--- src/rtl/sb_tx_arbiter.sv ---
// ---------------------------------------------------------------------------
// sb_tx_arbiter
//
// Shares the single sideband serializer among three packet sources: the
// pattern generator, the RDI message encoder and the LTSM message encoder.
// One packet is granted at a time. Its 64-bit words (header, then an
// optional data word, or a run of pattern words) are handed to the
// serializer one by one. A fixed idle gap is kept between packets.
//
// Parameters
//   GAP_CYCLES     idle cycles spent in GAP after the last i_ser_done (0..15)
//   PATTERN_WORDS  words per pattern burst (1..15)
//   PATTERN_WORD   content of every pattern word
//
// Ports
//   i_clk, i_rst_n          clock, asynchronous active-low reset
//   i_pat_req / o_pat_ack   pattern burst request (level) / done pulse
//   i_rdi_req / i_rdi_hdr   RDI header-only message request and header
//   o_rdi_ack               RDI packet done pulse
//   i_ltsm_req              LTSM message request (level)
//   i_ltsm_has_data         send i_ltsm_data after the header
//   i_ltsm_hdr/i_ltsm_data  LTSM header and data words
//   o_ltsm_ack              LTSM packet done pulse
//   o_ser_data              word presented to the serializer, held until done
//   o_ser_valid             1-cycle pulse marking a new o_ser_data word
//   i_ser_done              serializer finished shifting the current word
//   o_busy                  high whenever the FSM is not idle
// ---------------------------------------------------------------------------
module sb_tx_arbiter #(
  parameter int unsigned GAP_CYCLES    = 4,
  parameter int unsigned PATTERN_WORDS = 2,
  parameter logic [63:0] PATTERN_WORD  = 64'hAAAA_AAAA_AAAA_AAAA
) (
  input  logic        i_clk,
  input  logic        i_rst_n,
  input  logic        i_pat_req,
  output logic        o_pat_ack,
  input  logic        i_rdi_req,
  input  logic [63:0] i_rdi_hdr,
  output logic        o_rdi_ack,
  input  logic        i_ltsm_req,
  input  logic        i_ltsm_has_data,
  input  logic [63:0] i_ltsm_hdr,
  input  logic [63:0] i_ltsm_data,
  output logic        o_ltsm_ack,
  output logic [63:0] o_ser_data,
  output logic        o_ser_valid,
  input  logic        i_ser_done,
  output logic        o_busy
);

  // FSM encoding
  localparam logic [1:0] ST_IDLE = 2'd0;
  localparam logic [1:0] ST_SEND = 2'd1;
  localparam logic [1:0] ST_WAIT = 2'd2;
  localparam logic [1:0] ST_GAP  = 2'd3;

  // Owner of the packet in flight
  localparam logic [1:0] SRC_NONE = 2'd0;
  localparam logic [1:0] SRC_PAT  = 2'd1;
  localparam logic [1:0] SRC_RDI  = 2'd2;
  localparam logic [1:0] SRC_LTSM = 2'd3;

  localparam logic [3:0] PAT_COUNT = 4'(PATTERN_WORDS);
  localparam logic [3:0] GAP_LAST  = (GAP_CYCLES == 0) ? 4'd0 : 4'(GAP_CYCLES - 1);
  localparam bit         NO_GAP    = (GAP_CYCLES == 0);

  logic [1:0]  state;
  logic [1:0]  state_nxt;
  logic [1:0]  src;
  logic        rr_ltsm;      // 0: RDI wins an RDI/LTSM tie, 1: LTSM wins
  logic [3:0]  word_total;   // words in the packet, fixed at grant
  logic [3:0]  word_cnt;     // words already presented to the serializer
  logic [3:0]  gap_cnt;
  logic [63:0] next_word;    // every word after the first, captured at grant

  logic any_req;
  logic grant_pat;
  logic grant_rdi;
  logic grant_ltsm;
  logic word_done;
  logic last_word;
  logic pkt_end;

  // Arbitration: pattern has absolute priority; RDI and LTSM share the
  // remaining slots through the round-robin pointer.
  always_comb begin
    any_req    = i_pat_req | i_rdi_req | i_ltsm_req;
    grant_pat  = i_pat_req;
    grant_rdi  = !i_pat_req && i_rdi_req  && (!i_ltsm_req || !rr_ltsm);
    grant_ltsm = !i_pat_req && i_ltsm_req && (!i_rdi_req  ||  rr_ltsm);
  end

  // Completion of the current word and of the whole packet. i_ser_done
  // only counts while waiting on a word, so it is ignored in IDLE, SEND
  // and GAP.
  always_comb begin
    word_done = (state == ST_WAIT) && i_ser_done;
    last_word = (word_cnt == word_total);
    pkt_end   = word_done && last_word;
  end

  // Acks are combinational so they coincide with the final i_ser_done.
  // The FSM is forced to IDLE by reset, which keeps them low then.
  always_comb begin
    o_pat_ack  = pkt_end && (src == SRC_PAT);
    o_rdi_ack  = pkt_end && (src == SRC_RDI);
    o_ltsm_ack = pkt_end && (src == SRC_LTSM);
    o_busy     = (state != ST_IDLE);
  end

  // Next-state logic. A packet ending with GAP_CYCLES=0 returns straight
  // to IDLE, so the next grant still sees one idle cycle.
  always_comb begin
    state_nxt = state;
    case (state)
      ST_IDLE: begin
        if (any_req) begin
          state_nxt = ST_SEND;
        end
      end
      ST_SEND: begin
        state_nxt = ST_WAIT;
      end
      ST_WAIT: begin
        if (word_done) begin
          if (!last_word) begin
            state_nxt = ST_SEND;
          end else if (NO_GAP) begin
            state_nxt = ST_IDLE;
          end else begin
            state_nxt = ST_GAP;
          end
        end
      end
      ST_GAP: begin
        if (gap_cnt == GAP_LAST) begin
          state_nxt = ST_IDLE;
        end
      end
      default: begin
        state_nxt = ST_IDLE;
      end
    endcase
  end

  always_ff @(posedge i_clk or negedge i_rst_n) begin
    if (!i_rst_n) begin
      state <= ST_IDLE;
    end else begin
      state <= state_nxt;
    end
  end

  // Gap counter: restarts from zero on every entry into GAP and counts
  // the cycles spent there.
  always_ff @(posedge i_clk or negedge i_rst_n) begin
    if (!i_rst_n) begin
      gap_cnt <= 4'd0;
    end else if (state == ST_GAP && state_nxt == ST_GAP) begin
      gap_cnt <= gap_cnt + 4'd1;
    end else begin
      gap_cnt <= 4'd0;
    end
  end

  // Grant and word sequencing. The first word goes straight into
  // o_ser_data at grant. Any later word is captured into next_word at the
  // same moment, so the requester may change or drop its inputs while the
  // packet is in flight. o_ser_valid is high only in the cycle after a
  // word is loaded.
  always_ff @(posedge i_clk or negedge i_rst_n) begin
    if (!i_rst_n) begin
      src         <= SRC_NONE;
      rr_ltsm     <= 1'b0;
      word_total  <= 4'd0;
      word_cnt    <= 4'd0;
      next_word   <= 64'd0;
      o_ser_data  <= 64'd0;
      o_ser_valid <= 1'b0;
    end else begin
      o_ser_valid <= 1'b0;
      case (state)
        ST_IDLE: begin
          if (grant_pat) begin
            src         <= SRC_PAT;
            word_total  <= PAT_COUNT;
            word_cnt    <= 4'd1;
            o_ser_data  <= PATTERN_WORD;
            next_word   <= PATTERN_WORD;
            o_ser_valid <= 1'b1;
          end else if (grant_rdi) begin
            src         <= SRC_RDI;
            word_total  <= 4'd1;
            word_cnt    <= 4'd1;
            o_ser_data  <= i_rdi_hdr;
            next_word   <= 64'd0;
            o_ser_valid <= 1'b1;
            rr_ltsm     <= 1'b1;
          end else if (grant_ltsm) begin
            src         <= SRC_LTSM;
            word_total  <= i_ltsm_has_data ? 4'd2 : 4'd1;
            word_cnt    <= 4'd1;
            o_ser_data  <= i_ltsm_hdr;
            next_word   <= i_ltsm_data;
            o_ser_valid <= 1'b1;
            rr_ltsm     <= 1'b0;
          end
        end
        ST_WAIT: begin
          if (word_done && !last_word) begin
            word_cnt    <= word_cnt + 4'd1;
            o_ser_data  <= next_word;
            o_ser_valid <= 1'b1;
          end
        end
        default: begin
        end
      endcase
    end
  end

endmodule

--- config.mk ---
export PLATFORM = sky130hd
export DESIGN_NAME = sb_tx_arbiter
export DESIGN_NICKNAME = d
export VERILOG_FILES = /design/src/rtl/sb_tx_arbiter.sv
export SDC_FILE = /design/constraint.sdc
export NUM_CORES = 1
export LEC_CHECK = 0
export CORE_ASPECT_RATIO = 1.4
export CORE_UTILIZATION = 35
export CTS_CLUSTER_DIAMETER = 50
export DETAILED_ROUTE_END_ITERATION = 8
export PLACE_DENSITY_LB_ADDON = 0.1
export SETUP_SLACK_MARGIN = 0.3
export SYNTH_ARGS = -nofsm -noshare
export SYNTH_HDL_FRONTEND = slang
export SYNTH_SLANG_ARGS = --single-unit
--- constraint.sdc ---
create_clock -name i_clk -period 2.1 [get_ports i_clk]
set_input_delay 0.42 -clock i_clk [delete_from_list [all_inputs] [get_ports i_clk]]
set_output_delay 0.42 -clock i_clk [all_outputs]
set_load 0.01 [all_outputs]
* Word-level counts from Yosys, hierarchy flattened
Cells that the tools add are included.
** Word-level totals
- Bits in registers :: 146
- Bits in latches :: 0
- Memory bits (writable) :: 0
- Bits in read-only memories :: 0
- Logic and storage cells :: 84
- Memories :: 0
** Operators by class
- $add $sub $neg :: 2
- Multiply operators :: 0
- Divide/modulo/power cells :: 0
- $lt $le $gt $ge :: 0
- Eq/ne operators :: 11
- Shift-type cells :: 0
- Muxes and demuxes :: 33
- Bitwise operators :: 3
- Reductions and logical operators :: 26
** Operators by type and width (number)
- 64-bit two-way mux :: 7
- 64-bit case mux with 2 select lines :: 1
- 4-bit two-way mux :: 8
- 2-bit two-way mux :: 8
- 1-bit logical AND :: 11
- 2-bit equality test, second input constant :: 5
- 4-bit by 1-bit adder with 4-bit output, second input constant :: 2
- 2-bit case mux with 4 select lines :: 1
- 4-bit case mux with 2 select lines :: 1
- 1-bit two-way mux :: 6
- 3-bit AND reduction :: 2
- 2-bit nonzero test :: 3
- 1-bit logical NOT :: 5
- 2-bit by 1-bit equality test with 1-bit output, second input constant :: 2
- 4-bit by 2-bit equality test with 1-bit output, second input constant :: 1
- 4-bit equality test :: 1
- 4-bit != test, second input constant :: 1
- 3-bit nonzero test :: 1
- 2-bit logical NOT :: 1
- 1-bit logical OR :: 2
- 2-bit by 1-bit != test with 1-bit output, second input constant :: 1
- 1-bit OR :: 2
- 1-bit case mux with 2 select lines :: 1
- 2-bit AND reduction :: 1
- 1-bit inverter :: 1

* Longest topological paths before layout
Gate-level depths: netlist of the first run.
- Word-level depth :: 7
- Depth in mapped cells :: 7

* Worst setup path after synthesis of the first run
No wires, ideal clock.
- Path kind :: register -> output
- Start :: register state[1]
- End :: output o_pat_ack
- Arrival time :: 1.491 ns
- Setup slack :: 0.189 ns
- Stages on the path, launching flop included :: 6
- Buffers on the path :: 2
- Cell sequence :: dfrtp_1 nor2b_1 buf_2 clkbuf_1 nand2_1 nor4b_1
** Between the ends
- Word-level cells in the longest chain between the ends :: 4
** Ends and longest elaborated chain
- start, declared :: RTL line 68 : logic [1:0] state;
- start signal, assigned :: RTL line 151 : state <= state_nxt;
- 2-bit equality test :: RTL line 98 : word_done = (state == ST_WAIT) && i_ser_done;
- 1-bit logical AND :: RTL line 98
- 1-bit logical AND :: RTL line 100 : pkt_end = word_done && last_word;
- 1-bit logical AND :: RTL line 106 : o_pat_ack = pkt_end && (src == SRC_PAT);
- end, declared :: RTL line 37 : output logic o_pat_ack,
No other way between the ends.

* Final worst setup path of the first run
- Start :: register word_total[0]
- End :: output o_rdi_ack
** Between the ends
- Word-level cells in the longest chain between the ends :: 3
** Ends and longest elaborated chain
- start, declared :: RTL line 72 : logic [3:0] word_total;
- start signal, assigned :: RTL line 202 : word_total <= i_ltsm_has_data ? 4'd2 : 4'd1;
- 4-bit equality test :: RTL line 99 : last_word = (word_cnt == word_total);
- 1-bit logical AND :: RTL line 100
- 1-bit logical AND :: RTL line 107 : o_rdi_ack = pkt_end && (src == SRC_RDI);
- end, declared :: RTL line 40 : output logic o_rdi_ack,
No other way between the ends.

==> impl_metrics.json, run 1 <==
{
  "status": "finished, violations left",
  "violations": "setup timing",
  "vias": 7250,
  "placementRows": 61,
  "cellLeakagePower_uw": 0.00524,
  "grt_pass1_wl_um": 38700,
  "die_h_um": 172,
  "syn_avg_cell_area_um2": 9.30,
  "routed_via_density": 5.47,
  "cts_htree_levels": 4,
  "final_layout_size_suffix_gt1_share_pct": 18.1,
  "required_ns": 1.68,
  "drcViolationCount": 0,
  "synth_area_leaders": "dfrtp_1 50%, nand3_1 4.4%, o311a_1 4.0%",
  "critPathArrivalTime_ns": 1.70,
  "maxCapViolCount": 0,
  "worst_path_max_delay_cell": "dfrtp_1",
  "numPortBuffers": 267,
  "ant_nets": 0,
  "drtIter0Drc": 435,
  "ys_warn_count": 0,
  "io_pins": 268,
  "initial_core_util_pct": 36.0,
  "synth.most_common_cell": "dfrtp_1",
  "worstSetupPathType": "register to output pin",
  "finalHoldViolCount": 0,
  "routed_wl_um": 26700,
  "setup_ws_ns": -0.0222,
  "grt_usage_pct": 24.2,
  "dp_worst_setup_slack_ns": -0.141,
  "synth.distinct_cells": 42,
  "slew_violations": 0,
  "vdd_drop_max_mv": 0.751,
  "yosys.area_share.simple_pct": 17.7,
  "layout.nets": 1259,
  "fmax_ghz": 0.471,
  "coreArea_um2": 20000,
  "synth-edff-count": 0,
  "synth_xor_area_share_pct": 0.487,
  "timing.final.crit_share_pct": 101,
  "cts_tree": "done",
  "crit_path_start_kind": "register",
  "crit_chain": "xor2_1, nor3_2, buf_4, nand4_1, nor2_1, buf_2",
  "synth.area.mux_share_pct": 0,
  "clock_latency_ns": 0.42,
  "critical-path-max-stage-delay_ns": 0.38,
  "overflow": 0,
  "syn-cell-area_um2": 7200,
  "slew_headroom_pct": 53.5,
  "dpl_cell_area_um2": 10400,
  "root_buffer": "clkbuf_16",
  "power.density_nw_per_um2": 1410,
  "clkSlewWorstSetupHoldPaths_ns": 0.06,
  "cp_num_buf_inv": 2,
  "setup_violations": 3,
  "layout-area-overhead-vs-synth_pct": 69.6,
  "skew_ns": 0.0105,
  "drtPass1Iterations": 4,
  "cp_max_fo": 2,
  "routedWlPerCell_um": 20.1,
  "gp_congestion": 0.748,
  "synth_top_family_by_area": "compound AO/OA/AOI/OAI gates",
  "cts_buffers": 17,
  "grt_pass1_vias": 7081,
  "clock_sinks": 144,
  "tns_ns": -0.0579,
  "dp_hpwl_um": 16900,
  "yosys.area.top_type": "dfrtp_1",
  "seq_area_frac_synth_pct": 50.1,
  "stdcell_count": 1325,
  "synth_fa_ha_area_share_pct": 0.348,
  "grt_setup_unrepaired": "yes",
  "reg2reg_slack_ns": 0.18,
  "final.min_clock_period_ns": 2.12,
  "crit_path_end_kind": "output pin",
  "grt_antenna_before_repair": 2,
  "hold_class": "input pin to register",
  "die_w_um": 123,
  "cp_top_family": "simple AND/OR/NAND/NOR gates",
  "syn-instance-count": 774,
  "synth_compound_area_share_pct": 24.4,
  "place_inst": 1260,
  "yosys_most_used_dff": "dfrtp_1",
  "design_area_um2": 12200,
  "syn-num-nets": 975,
  "synth-seq-cells": 144,
  "async_flop_share_pct": 100,
  "clock_path_buffers": 2,
  "worstMarginPinSlew_ns": 0.689,
  "die_area_um2": 21200,
  "synth_common_cells": "144 x dfrtp_1, 75 x nand2_1, 64 x nand3_1",
  "grt_max_degree": 57,
  "holdWs_ns": 0.399,
  "yosysTopAreaCellShare_pct": 50.1
}
[registers in the layout, indices dropped and copies added (netlist names)]
name	flops
word_cnt	4
src	2
next_word	64
state	2
o_ser_valid	1
word_total	2
rr_ltsm	1
gap_cnt	4
o_ser_data	64
[stage by stage]
| step | utilization [%] | power, uW |
|---|---|---|
| finish | 61.1 | 17200 |
| global route | 61.1 | 18300 |
| CTS | 57.4 | 16300 |
| detailed placement | 51.9 | 11800 |
| global placement | 51.9 | 11700 |
| floorplan | - | 8560 |
[kinds of logic (layout without fill, tap and decap cells)]
kind of cell | Yosys count | in the layout
AOI/OAI and AO/OA | 241 | 241
xor gates and xnor gates | 4 | 4
adders and majority gates | 2 | 2
buffers and inverters | 117 | 414
DFF | 144 | 144
other | 0 | 2
and+or+nand+nor | 266 | 266
[layout by cell type (no fill, tap or decap), types with 7 or more instances in the layout]
cell / Yosys / routed
buf_12: 0 / 19
nor3_4: 1 / 12
o31ai_1: 28 / 24
o311ai_0: 31 / 22
nand3_1: 64 / 64
or3_1: 32 / 32
a22o_1: 32 / 32
o311ai_1: 1 / 10
nand2_1: 75 / 75
a31oi_2: 0 / 7
buf_6: 5 / 9
dfrtp_1: 144 / 143
a31oi_4: 0 / 18
nor3_1: 39 / 9
a21oi_1: 36 / 36
nor2_1: 39 / 38
a31oi_1: 36 / 11
dlymetal6s2s_1: 0 / 29
clkdlybuf4s50_1: 0 / 227
inv_1: 31 / 31
o21ai_0: 38 / 38
o311a_1: 29 / 28
clkbuf_16: 0 / 20
buf_4: 2 / 45
nor3_2: 0 / 19
[report_power, final]
part	internal (uW)	switching (uW)	leakage [uW]	total [uW]
combinational	4610	4480	0.00318	9090
clock	1990	1240	0.000314	3230
sequential	4110	795	0.00174	4900
total	10700	6520	0.00524	17200
[timing repair]
| action | 4_1_cts | 5_1_grt |
|---|---|---|
| gates cloned | 6 | 4 |
| pin swaps | 7 | 5 |
| setup endpoints to repair | 72 | 136 |
| hold endpoints to repair | 42 | 0 |
| hold buffers | 1 | 0 |
| gates resized for setup | 58 | 108 |
| buffers inserted | 11 | 9 |
[metal layers]
layer	vias up	share of wire, %	GRT usage, %
met5	-	0	0
met1	3528	41	29.8
met2	253	50	40.6
met4	0	1.9	8.28
met3	35	6.5	6.30
li1	3434	-	-
[worst reg2reg max path, stage by stage, from the launching register on]
cell and delay [ns]:
dfrtp_1 0.38, xor2_1 0.19, buf_4 0.16, o311a_4 0.39
nor2_4 0.10, buf_12 0.12, inv_4 0.06, bufbuf_16 0.30
a31oi_4 0.13
[final cells by class]
| cell class | instances | area, um^2 |
|---|---|---|
| inverter | 32 | 123 |
| clock buffer | 20 | 467 |
| sequential | 144 | 3600 |
| fill | 1756 | 7790 |
| tap | 252 | 315 |
| timing repair buffer | 350 | 3820 |
| antenna | 2 | 5.00 |
| multi-input combinational | 513 | 3710 |
| clock inverter | 12 | 171 |
[worst paths after layout]
path                               start        endpoint  depth (start not counted)
setup reg to reg           word_total[0]  o_ser_data[17]                          8
max in group asynchronous        i_rst_n        state[0]                          3
hold / removal                 i_rdi_req         rr_ltsm                          3
hold reg to reg               gap_cnt[0]      gap_cnt[0]                          1
min in group asynchronous        i_rst_n     o_ser_valid                          2
setup / recovery           word_total[0]       o_rdi_ack                          6
Note: power is estimated with default switching activity, not from simulation.
==> run 2, diff against run 1 <==
==> constraint.sdc (replaced) <==
create_clock -name i_clk -period 2.5 [get_ports i_clk]
set_input_delay 0.5 -clock i_clk [delete_from_list [all_inputs] [get_ports i_clk]]
set_output_delay 0.5 -clock i_clk [all_outputs]
set_load 0.01 [all_outputs]
==> run 2 against run 1 <==
  * The run now ends clean
  * Critical endpoint is now o_pat_ack
  * Core utilization decreased by 6.8 points
  * Clock skew increased by 0.0030 ns
  * Worst setup slack improved by 0.41 ns
  * Sequential power decreased by 17%
  * Highest routed layer unchanged
==> impl_metrics.json, run 2 (same netlist as run 1, synthesis figures left out) <==
{
  "critPathArrivalTime_ns": 1.61,
  "maxCapViolCount": 0,
  "fmax_ghz": 0.473,
  "stdcell_count": 1280,
  "routed_via_density": 5.45,
  "tns_ns": 0,
  "layout.nets": 1216,
  "die_w_um": 123,
  "final.min_clock_period_ns": 2.11,
  "grt_pass1_vias": 6913,
  "final_core_util_pct": 54.2,
  "worstMarginPinSlew_ns": 0.695,
  "routedWlPerCell_um": 18.9,
  "cellLeakagePower_uw": 0.00453,
  "skew_ns": 0.0135,
  "grt_max_degree": 71,
  "grt_pass1_wl_um": 37300,
  "layout-area-overhead-vs-synth_pct": 50.7,
  "grt_usage_pct": 23.2,
  "gp_congestion": 0.760,
  "worstSetupPathType": "register to output pin",
  "cp_max_fo": 3,
  "clkSlewWorstSetupHoldPaths_ns": 0.06,
  "clock_latency_ns": 0.42,
  "final_layout_size_suffix_gt1_share_pct": 9.24,
  "cts_htree_levels": 4,
  "crit_path_end_kind": "output pin",
  "ant_nets": 0,
  "sw_frac_of_total_pct": 37.8,
  "reg.largest.list": "next_word x64, o_ser_data x64",
  "setup_violations": 0,
  "layout_commonest_cell": "clkdlybuf4s50_1",
  "die_h_um": 172,
  "die_area_um2": 21200,
  "placementRows": 61,
  "final_cell_mix": "261 x clkdlybuf4s50_1, 143 x dfrtp_1, 75 x nand2_1",
  "vias": 6977,
  "ctsHoldBuffers": 0,
  "timing.final.crit_share_pct": 84.6,
  "clock_power_share_pct": 20.2,
  "cts_tree": "done",
  "routed_wl_um": 24200,
  "coreArea_um2": 20000,
  "hold_class": "input pin to asynchronous set/reset pin",
  "clock_sinks": 144,
  "seq_power_share_pct": 33.4,
  "vdd_drop_max_mv": 0.576,
  "num_antenna_cells": 0,
  "finalHoldViolCount": 0,
  "overflow": 0,
  "root_buffer": "clkbuf_16",
  "dp_hpwl_um": 16300,
  "drtPass1Iterations": 5,
  "crit_path_start_kind": "register",
  "drtIter0Drc": 389,
  "place_inst": 1242,
  "power_switching_uw": 4610,
  "grt_setup_unrepaired": "yes",
  "slew_headroom_pct": 53.6,
  "io_pins": 268,
  "slew_violations": 0,
  "clock_path_buffers": 2,
  "cts_buffers": 17,
  "numPortBuffers": 267,
  "power.density_nw_per_um2": 1120,
  "initial_core_util_pct": 36.0,
  "internal_power_uw": 7580,
  "grt_antenna_before_repair": 0,
  "p_comb_share_pct": 46.4,
  "drcViolationCount": 0,
  "required_ns": 2.00,
  "status": "finished, final reports clean"
}
[run 2: path summary, 6_finish.rpt]
| path | start | endpoint | slack [ns] | depth (start not counted) |
|---|---|---|---|---|
| max in group asynchronous | i_rst_n | next_word[52] | 1.82 | 2 |
| worst min register to register | gap_cnt[0] | gap_cnt[0] | 0.47 | 1 |
| worst max-delay path | word_cnt[3] | o_pat_ack | 0.39 | 4 |
| worst min-delay path | i_rst_n | next_word[33] | 0.01 | 1 |
| min in group i_clk | gap_cnt[0] | gap_cnt[0] | 0.47 | 1 |
| worst max register to register | word_cnt[0] | o_ser_data[59] | 0.51 | 6 |
[run 2: power by group through the flow]
stage | Sequential [uW] | Combinational (uW) | Clock [uW]
final | 4080 | 5660 | 2460
after floorplan | 4200 | 2980 | 0
after CTS | 4070 | 5700 | 2520
after detailed placement | 4100 | 5560 | 0
after global placement | 4070 | 5520 | 0
after global routing | 4220 | 6230 | 2610
[run 2: metrics by stage]
stage	area (um^2)	setup WS, ns	hold WS [ns]	power [uW]
2_1_floorplan	7200	0.509	0.204	7180
3_3_place_gp	10200	0.113	0.455	9580
3_5_place_dp	10200	0.104	0.462	9660
4_1_cts	10800	0.372	0.0123	12300
5_1_grt	10800	0.314	0.0244	13100
6_report	10800	0.385	0.0102	12200
[run 2: timing repair]
action | 4_1_cts | 5_1_grt
setup endpoints to repair | 4 | 1
pin swaps | 5 | 0
buffers inserted | 4 | 2
gates resized for setup | 20 | 2
[run 2: worst max-delay path, stage by stage (launching register included)]
cell     delay [ns]
dfrtp_1        0.39
or2_4          0.29
nor3_4         0.14
nor4b_4        0.21
buf_2          0.17
[run 2: cell type report]
class	count	area (um^2)
fill	1856	9150
tap	252	315
clock inverter	13	128
clock buffer	19	443
sequential	144	3600
timing repair buffer	307	3070
inverter	32	120
multi-input combinational	513	3170
[run 2: routing by layer]
layer	track usage, %	vias to the layer above	routed length (um)	part of all wire (%)
met5	0	-	0	0
met4	7.70	0	409	1.7
met3	5.97	26	1770	7.3
met2	39.3	254	11700	48
met1	28.2	3359	10300	42
li1	-	3338	-	-
